### src/rtl/rs232out_fifo.sv
// Transmit byte FIFO between the rs232 register interface and the rs232out shifter.
// Buffers CPU bursts and loads one byte into rs232out whenever it is idle.
module rs232out_fifo #(
    parameter int DEPTH_LOG2 = 4
) (
    input  logic                  clock,
    input  logic                  rst_n,
    input  logic                  in_w,
    input  logic [7:0]            in_d,
    output logic                  in_busy,
    output logic                  overflow,
    input  logic                  overflow_clr,
    output logic [DEPTH_LOG2:0]   count,
    input  logic                  out_busy,
    output logic                  out_we,
    output logic [7:0]            out_d
);

    localparam int                  DEPTH      = 1 << DEPTH_LOG2;
    localparam logic [DEPTH_LOG2:0] FULL_COUNT = (DEPTH_LOG2 + 1)'(DEPTH);
    localparam logic [DEPTH_LOG2:0] COUNT_ONE  = (DEPTH_LOG2 + 1)'(1);
    localparam logic [DEPTH_LOG2-1:0] PTR_ONE  = DEPTH_LOG2'(1);

    localparam logic [0:0] IDLE = 1'b0;
    localparam logic [0:0] HOLD = 1'b1;

    logic [0:0]            state;
    logic [7:0]            mem [DEPTH];
    logic [DEPTH_LOG2-1:0] rd_ptr;
    logic [DEPTH_LOG2-1:0] wr_ptr;
    logic                  full;
    logic                  empty;
    logic                  push;
    logic                  pop;

    // Full/empty come from the registered count, so a push while full is
    // rejected even if a pop frees a slot in the same cycle.
    always_comb begin
        full    = (count == FULL_COUNT);
        empty   = (count == '0);
        push    = in_w & ~full;
        pop     = (state == IDLE) & ~empty & ~out_busy;
        in_busy = full;
    end

    always_ff @(posedge clock) begin
        if (push) begin
            mem[wr_ptr] <= in_d;
        end
    end

    always_ff @(posedge clock or negedge rst_n) begin
        if (!rst_n) begin
            wr_ptr   <= '0;
            rd_ptr   <= '0;
            count    <= '0;
            overflow <= 1'b0;
        end else begin
            if (push) begin
                wr_ptr <= wr_ptr + PTR_ONE;
            end
            if (pop) begin
                rd_ptr <= rd_ptr + PTR_ONE;
            end
            case ({push, pop})
                2'b10:   count <= count + COUNT_ONE;
                2'b01:   count <= count - COUNT_ONE;
                default: count <= count;
            endcase
            if (in_w & full) begin
                overflow <= 1'b1;
            end else if (overflow_clr) begin
                overflow <= 1'b0;
            end
        end
    end

    // HOLD skips one cycle because rs232out raises busy a cycle after the load.
    always_ff @(posedge clock or negedge rst_n) begin
        if (!rst_n) begin
            state  <= IDLE;
            out_we <= 1'b0;
            out_d  <= '0;
        end else begin
            case (state)
                IDLE: begin
                    if (pop) begin
                        out_we <= 1'b1;
                        out_d  <= mem[rd_ptr];
                        state  <= HOLD;
                    end else begin
                        out_we <= 1'b0;
                    end
                end
                HOLD: begin
                    out_we <= 1'b0;
                    state  <= IDLE;
                end
                default: begin
                    out_we <= 1'b0;
                    state  <= IDLE;
                end
            endcase
        end
    end

endmodule

### config.mk
export PLATFORM = sky130hd
export DESIGN_NAME = rs232out_fifo
export DESIGN_NICKNAME = d
export VERILOG_FILES = /design/src/rtl/rs232out_fifo.sv
export SDC_FILE = /design/constraint.sdc
export NUM_CORES = 1
export LEC_CHECK = 0
export ABC_AREA = 0
export CORE_UTILIZATION = 54
export CTS_CLUSTER_SIZE = 30
export DETAILED_ROUTE_END_ITERATION = 8
export GPL_TIMING_DRIVEN = 0
export PLACE_DENSITY = 0.71
export SKIP_LAST_GASP = 1
export SLEW_MARGIN = 10
export SYNTH_ARGS = -nofsm -noshare
export SYNTH_HDL_FRONTEND = slang
export SYNTH_SLANG_ARGS = --single-unit
### constraint.sdc
create_clock -name clock -period 2.8 [get_ports clock]
set_clock_uncertainty 0.2 [all_clocks]
set_input_delay 0.42 -clock clock [delete_from_list [all_inputs] [get_ports clock]]
set_output_delay 0.42 -clock clock [all_outputs]
set_load 0.03 [all_outputs]
==> key figures, run 1 <==
Status
  – Status: complete, no violations

Run
  – Total of max-cap violations: 0

Critical path
  – RR Startpoint: count[1]
  – R2R setup slack: ~140 ps
  – Setup CP Type: flip-flop to primary output
  – CP Capture Point: in_busy
  – Critical Path Source Type: flip-flop
  – Required time worst endpoint: about 2200 ps
  – CP Max Fanout: 6
  – Arrival time worst endpoint: 2050 ps
  – Worst r2r path cells: 11
  – CP Capture Type: primary output
  – Reg-to-reg critical path endpoint: count[4]
  – Worst Setup SP: count[1]

Synth
  – Compound-Gate Fraction of Synth Area: 0.0323
  – Leading area contributor after synthesis: edfxtp_1
  – Register area share after synthesis: 0.713
  – Largest family of logic cells by synthesized area: multiplexers
  – Synth Register Bits: 151
  – Synth Flop Type: edfxtp_1
  – Post-synthesis cell area: 6200 sq um
  – Syn Nets: 353
  – Yosys top cell area share: 0.620
  – Adder-cell share of the synthesized area: 0.0182
  – Area contributors post-synth: edfxtp_1 62%, dfrtp_1 9.3%, mux4_2 7.6%, mux4_1 4.7%, mux2i_1 2.1%
  – Mux cell area share after synthesis: 0.155
  – Synth async-reset ratio: 0.152
  – Post-Synth XOR/XNOR Area: 0.0141
  – Post-synth cell types: 38
  – Post-synthesis cell count: ~330
  – Yosys warns: 0
  – Synthesized-area fraction occupied by and/or/nand/nor cells: 0.0432
  – Syn_area_per_cell: 18.7 sq um
  – Post-synth EDFFs: about 130
  – Post-synth top cells: 128 x edfxtp_1, 23 x dfrtp_1, 21 x mux4_2
  – Most common cell in the netlist: edfxtp_1

Global route
  – Tot GR Track Use: 0.221
  – Vias in the first global route: ~3300
  – First-pass GRT wire length: ~18000 um
  – Initial antenna violation count: 0
  – Largest net degree at the start of global routing: 24
  – GRT Residual Overflow: 0

STA
  – Relative slew slack: 0.330
  – Final hold violation count: 0
  – Slew Limit Fails: 0
  – Final setup violation count: 0
  – Final setup TNS: 0 ps
  – Worst-margin pin slew: 1000 ps
  – Max Freq: 375 MHz
  – Final Cycle Share: 0.952
  – Final min period: 2670 ps

Clocking
  – Root Driver: clkbuf_16
  – Clock sink count: 151
  – H-tree depth reported by CTS: 4
  – Clk_lat worst skew: 420 ps
  – CTS Buf Count: 17
  – Clk buf depth: 2
  – Clock slew at reported path FFs: 60 ps
  – CTS tree: yes

Cells and area
  – Fin area: 7420 sq um
  – Filler Cell Count: 732
  – Share of cells above drive strength 1: 0.240
  – # diodes: 0
  – Area delta synth->final: 19.7%
  – Fin util: 0.673
  – Final Net Count: 409

Placement
  – Port Buf Inserts: 28
  – Final RePlAce weighted congestion: 0.763
  – Post-Place Cell Area: 6690 sq um
  – Dpl hpwl: 7460 um

Floorplan
  – Initial core utilization: 0.562
  – Core Region: 11000 sq um
  – I/O pin count: 29
  – Die width: ~110 um
  – Die area: 11900 sq um
  – Cell Rows: 38
  – DIE HEIGHT: 109 um

Power
  – LEAKAGE: 2.61 nW
  – Tot Pwr: 7.86 mW
  – Power Density: 1060 nW/um^2
  – Worst VDD drop: 0.000676 V

Detailed routing
  – WL final: 11900 um
  – 1st-iter DRT viols: 226
  – Total number of vias: 3130
  – DRC errors left: 0
  – Drt pass-1 iters: 4
  – DR vias/cell: 5.80
  – Routed WL per cell: 22.0 um
  – Antenna viol nets, final: 0

Worst hold path
  – Hold Path Class: flip-flop to flip-flop
==> metal layers <==
metal / track usage / vias to the layer above / wire, um / part of all wire
li1: - / 1432 / - / -
met1: 0.273 / 1601 / 4950 / 0.42
met2: 0.368 / 78 / 6170 / 0.52
met3: 0.0562 / 19 / 519 / 0.044
met4: 0.100 / 0 / 225 / 0.019
met5: 0 / - / 0 / 0
==> flip-flops by register name (all words and copies together), names as in the netlist <==
name	flops
mem	128
count	5
overflow	1
wr_ptr	4
state	1
out_d	8
rd_ptr	4
==> power breakdown <==
part | switching (mW) | internal [mW] | total [mW]
Sequential | 0.185 | 2.80 | 2.98
Clock | 0.898 | 1.49 | 2.39
Combinational | 1.31 | 1.17 | 2.49
==> layout make-up <==
class	instances	area, sq um	area share
Clock buffer	17	425	0.0573
Inverter	8	30.0	0.00405
Multi-Input combinational cell	154	1680	0.227
Buffer	17	130	0.0175
Timing Repair Buffer	38	353	0.0475
Tap cell	140	175	0.0236
Clock inverter	15	201	0.0271
Sequential cell	151	4420	0.596
==> cell families (layout without fill, tap and decap cells) <==
group | after synthesis | after routing
compound gates | 29 | 29
xor+xnor | 10 | 10
fa+ha+maj | 9 | 9
buf+inv | 26 | 95
flops | 151 | 151
mux | 51 | 51
simple gates | 55 | 55
==> per-stage QoR <==
stage / setup WS [ps] / instances / hold WS (ps)
5_1_grt: -0.907 / 540 / 321
2_1_floorplan: 15.7 / 331 / -75.6
3_3_place_gp: -451 / 499 / 269
6_report: 134 / 540 / 287
3_5_place_dp: -554 / 499 / 286
4_1_cts: 8.93 / 536 / 293
==> timing repair <==
action | in CTS | in global routing
hold buffers | 0 | 1
endpoints found under the setup margin | 8 | 3
pin swaps | 3 | 5
buffers inserted | 5 | 4
resized for setup | 9 | 3
hold endpoints to repair | 0 | 23
==> how the worst min path moves through the flow <==
| stage | endpoint | from | depth (start not counted) |
|---|---|---|---|
| 2_1_floorplan | count[0] | rst_n | 0 |
| 3_3_place_gp | out_d[5] | out_d[5] | 2 |
| 3_5_place_dp | out_d[5] | out_d[5] | 2 |
| 4_1_cts | out_d[7] | out_d[7] | 2 |
| 5_1_grt | out_d[5] | out_d[5] | 2 |
| 6_report | out_d[5] | out_d[5] | 2 |
==> placed cells by master, fill, tap and decap left out, drive strengths merged, types with 7 or more instances in the layout <==
master	n
buf	24
clkbuf	20
clkdlybuf4s50	27
dfrtp	23
edfxtp	128
ha	9
inv	11
mux2i	13
mux4	32
nand2	17
nor2	16
o21ai	9
xnor2	7
==> worst max-delay path: stages (launching register included) <==
cell and delay (ps):
dfrtp_2 450, nor4_4 320, and2_1 180, clkdlybuf4s50_1 670
(Power assumes the default switching activity.)
==> run 2, diff against run 1 <==
- CTS_BUF_LIST: unset -> sky130_fd_sc_hd__clkbuf_16
- SKIP_CTS_REPAIR_TIMING: unset -> 1
==> run 2 against run 1 <==
Net effect: power about the same; via count increased by 0.83%; flip-flop and latch count unchanged; maximum frequency down 2.0%; sequential power hardly changed; first-iteration DRC count fell by 12%; count of clock-buffer cells in the layout stayed put; critical path type unchanged; critical endpoint unchanged.
==> key figures, run 2 (synthesized netlist as in run 1, its figures left out) <==
Status
  – Status: complete, no violations

Global route
  – Vias in the first global route: 3232 (-1.5%)
  – First-pass GRT wire length: 17800 um (-1.1%)
  – Tot GR Track Use: 0.219 (-0.00226)
  – Initial antenna violation count: 0 (unchanged)
  – GRT Residual Overflow: 0 (unchanged)
  – Largest net degree at the start of global routing: 24 (unchanged)

Critical path
  – CP Max Fanout: 5 (-1)
  – CP Capture Type: primary output
  – Critical path's top delay family: buffers and inverters
  – Worst path bufs/invs: 1 (unchanged)
  – Critical-path cell list: nor4_4 -> and2_1 -> clkdlybuf4s50_1
  – Arrival time worst endpoint: 2100 ps (+50 ps)
  – Setup CP Type: flip-flop to primary output
  – Critical Path Source Type: flip-flop
  – Slowest CP cell: clkdlybuf4s50_1
  – Required time worst endpoint: 2180 ps (about the same)
  – Slowest cell delay on critical path: 670 ps (about the same)

Placement
  – Port Buf Inserts: 28 (unchanged)
  – Dpl hpwl: 7460 um (unchanged)
  – Dpl cells: 499 (unchanged)
  – Final RePlAce weighted congestion: 0.763 (unchanged)
  – Post-Place Cell Area: 6690 sq um (unchanged)

Detailed routing
  – Met1 wire length: 4900 um (-1.0%)
  – Drt pass-1 iters: 4 (unchanged)
  – DR WL met2: 6090 um (-1.2%)
  – DR vias/cell: 5.83 (+0.64%)
  – Top Metal Used: met4
  – Detail Route met3 WL: 591 um (+14%)
  – WL final: 11800 um (-0.15%)
  – Total number of vias: 3156 (+0.83%)
  – Routed WL per cell: 21.9 um (-0.34%)
  – DRC errors left: 0 (unchanged)
  – Antenna viol nets, final: 0 (unchanged)
  – 1st-iter DRT viols: 198 (-12%)

Power
  – LEAKAGE: 2.61 nW (about the same)
  – Power Density: 1060 nW/um^2 (about the same)
  – Worst VDD drop: 0.000675 V (-0.15%)

Cells and area
  – Most flops, register: mem
  – Multi-input gate area: 1690 sq um (+0.15%)
  – # diodes: 0 (unchanged)
  – Fin area: 7420 sq um (about the same)
  – Final Net Count: 410 (+0.24%)
  – Fin cells: 541 (+0.19%)
  – Max reg flops: 128 (unchanged)
  – Filler Cell Count: 732 (unchanged)
  – Top flop regs: mem: 128 flops, out_d: 8 flops, count: 5 flops
  – Commonest cells after routing, fill and taps aside: 128 x edfxtp_1, 27 x clkdlybuf4s50_1, 21 x mux4_2, 20 x dfrtp_1
  – Share of cells above drive strength 1: 0.234 (-0.00559)
  – Most common cell after layout, fill and taps aside: edfxtp_1
  – FF+latch area: 4420 sq um (unchanged)
  – Area delta synth->final: 19.8% (about the same)

Clocking
  – Clock slew at reported path FFs: 60 ps (about the same)
  – Clk buf depth: 2 (unchanged)
  – CTS tree: yes
  – Clock sink count: 151 (unchanged)
  – CTS Buf Count: 17 (unchanged)
  – Clk_lat worst skew: 420 ps (about the same)
  – H-tree depth reported by CTS: 4 (unchanged)
  – Root Driver: clkbuf_16

STA
  – Slew Limit Fails: 0 (unchanged)
  – Max Freq: 368 MHz (-2.0%)
  – Worst-margin pin slew: 1020 ps (+18.9 ps)
  – Final Cycle Share: 0.972 (+0.0195)
  – Final setup violation count: 0 (unchanged)
  – Relative slew slack: 0.317 (-0.0127)
  – Final min period: 2720 ps (+54.7 ps)
  – Final hold violation count: 0 (unchanged)

Worst hold path
  – Hold Path Class: flip-flop to flip-flop

Floorplan
  – Die width: 109 um (unchanged)
  – Die area: 11900 sq um (unchanged)
  – DIE HEIGHT: 109 um (unchanged)
  – Core Region: 11000 sq um (unchanged)
  – I/O pin count: 29 (unchanged)
  – Cell Rows: 38 (unchanged)
  – Initial core utilization: 0.562 (unchanged)

Run
  – Total of max-cap violations: 0 (unchanged)
-- run 2: tightest hold or removal path, delay by kind of cell, from the launching register on --
kind,cells,cell delay (ps)
AOI/OAI and AO/OA,1,60
and+or+nand+nor,1,50
DFF,1,350
-- run 2: final cells by class --
| cell class | instances | area share |
|---|---|---|
| Buffer | 17 | 0.0167 |
| Multi-Input combinational cell | 154 | 0.227 |
| Inverter | 8 | 0.00404 |
| Sequential cell | 151 | 0.596 |
| Timing Repair Buffer | 39 | 0.0485 |
| Tap cell | 140 | 0.0236 |
| Clock inverter | 15 | 0.0271 |
| Clock buffer | 17 | 0.0573 |
-- run 2: per-layer routing --
metal,global-route usage,vias to the layer above
met1,0.271,1615
met2,0.362,89
met3,0.0562,21
li1,-,1431
met5,0,-
met4,0.100,0
-- run 2: final timing paths --
| path | from | endpoint | slack [ps] | cells past startpoint |
|---|---|---|---|---|
| max | count[0] | in_busy | 80 | 3 |
| min | out_d[5] | out_d[5] | 290 | 2 |
| max reg2reg | count[0] | count[4] | 90 | 11 |
| min reg2reg | out_d[5] | out_d[5] | 290 | 2 |
| max in group asynchronous | rst_n | count[1] | 1680 | 2 |
| min in group asynchronous | rst_n | state | 320 | 2 |
-- run 2: through the flow --
step,power (mW),utilization,hold WS [ps],setup TNS [ps],setup WS (ps)
after global routing,8.20,0.673,321,-1.68,-1.68
after global placement,5.37,0.605,269,-16290,-451
after floorplan,4.72,-,-75.6,0,15.7
final,7.87,0.673,293,0,79.2
after detailed placement,5.45,0.606,286,-12880,-554
after CTS,7.84,0.663,293,-316,-297
-- run 2: report_power, final --
group          leakage, nW  internal, mW  switching, mW  total (mW)
Sequential            1.43          2.80          0.193        2.99
Combinational        0.889          1.18           1.30        2.48
Clock                0.290          1.49          0.901        2.39
Total                 2.61          5.47           2.40        7.87
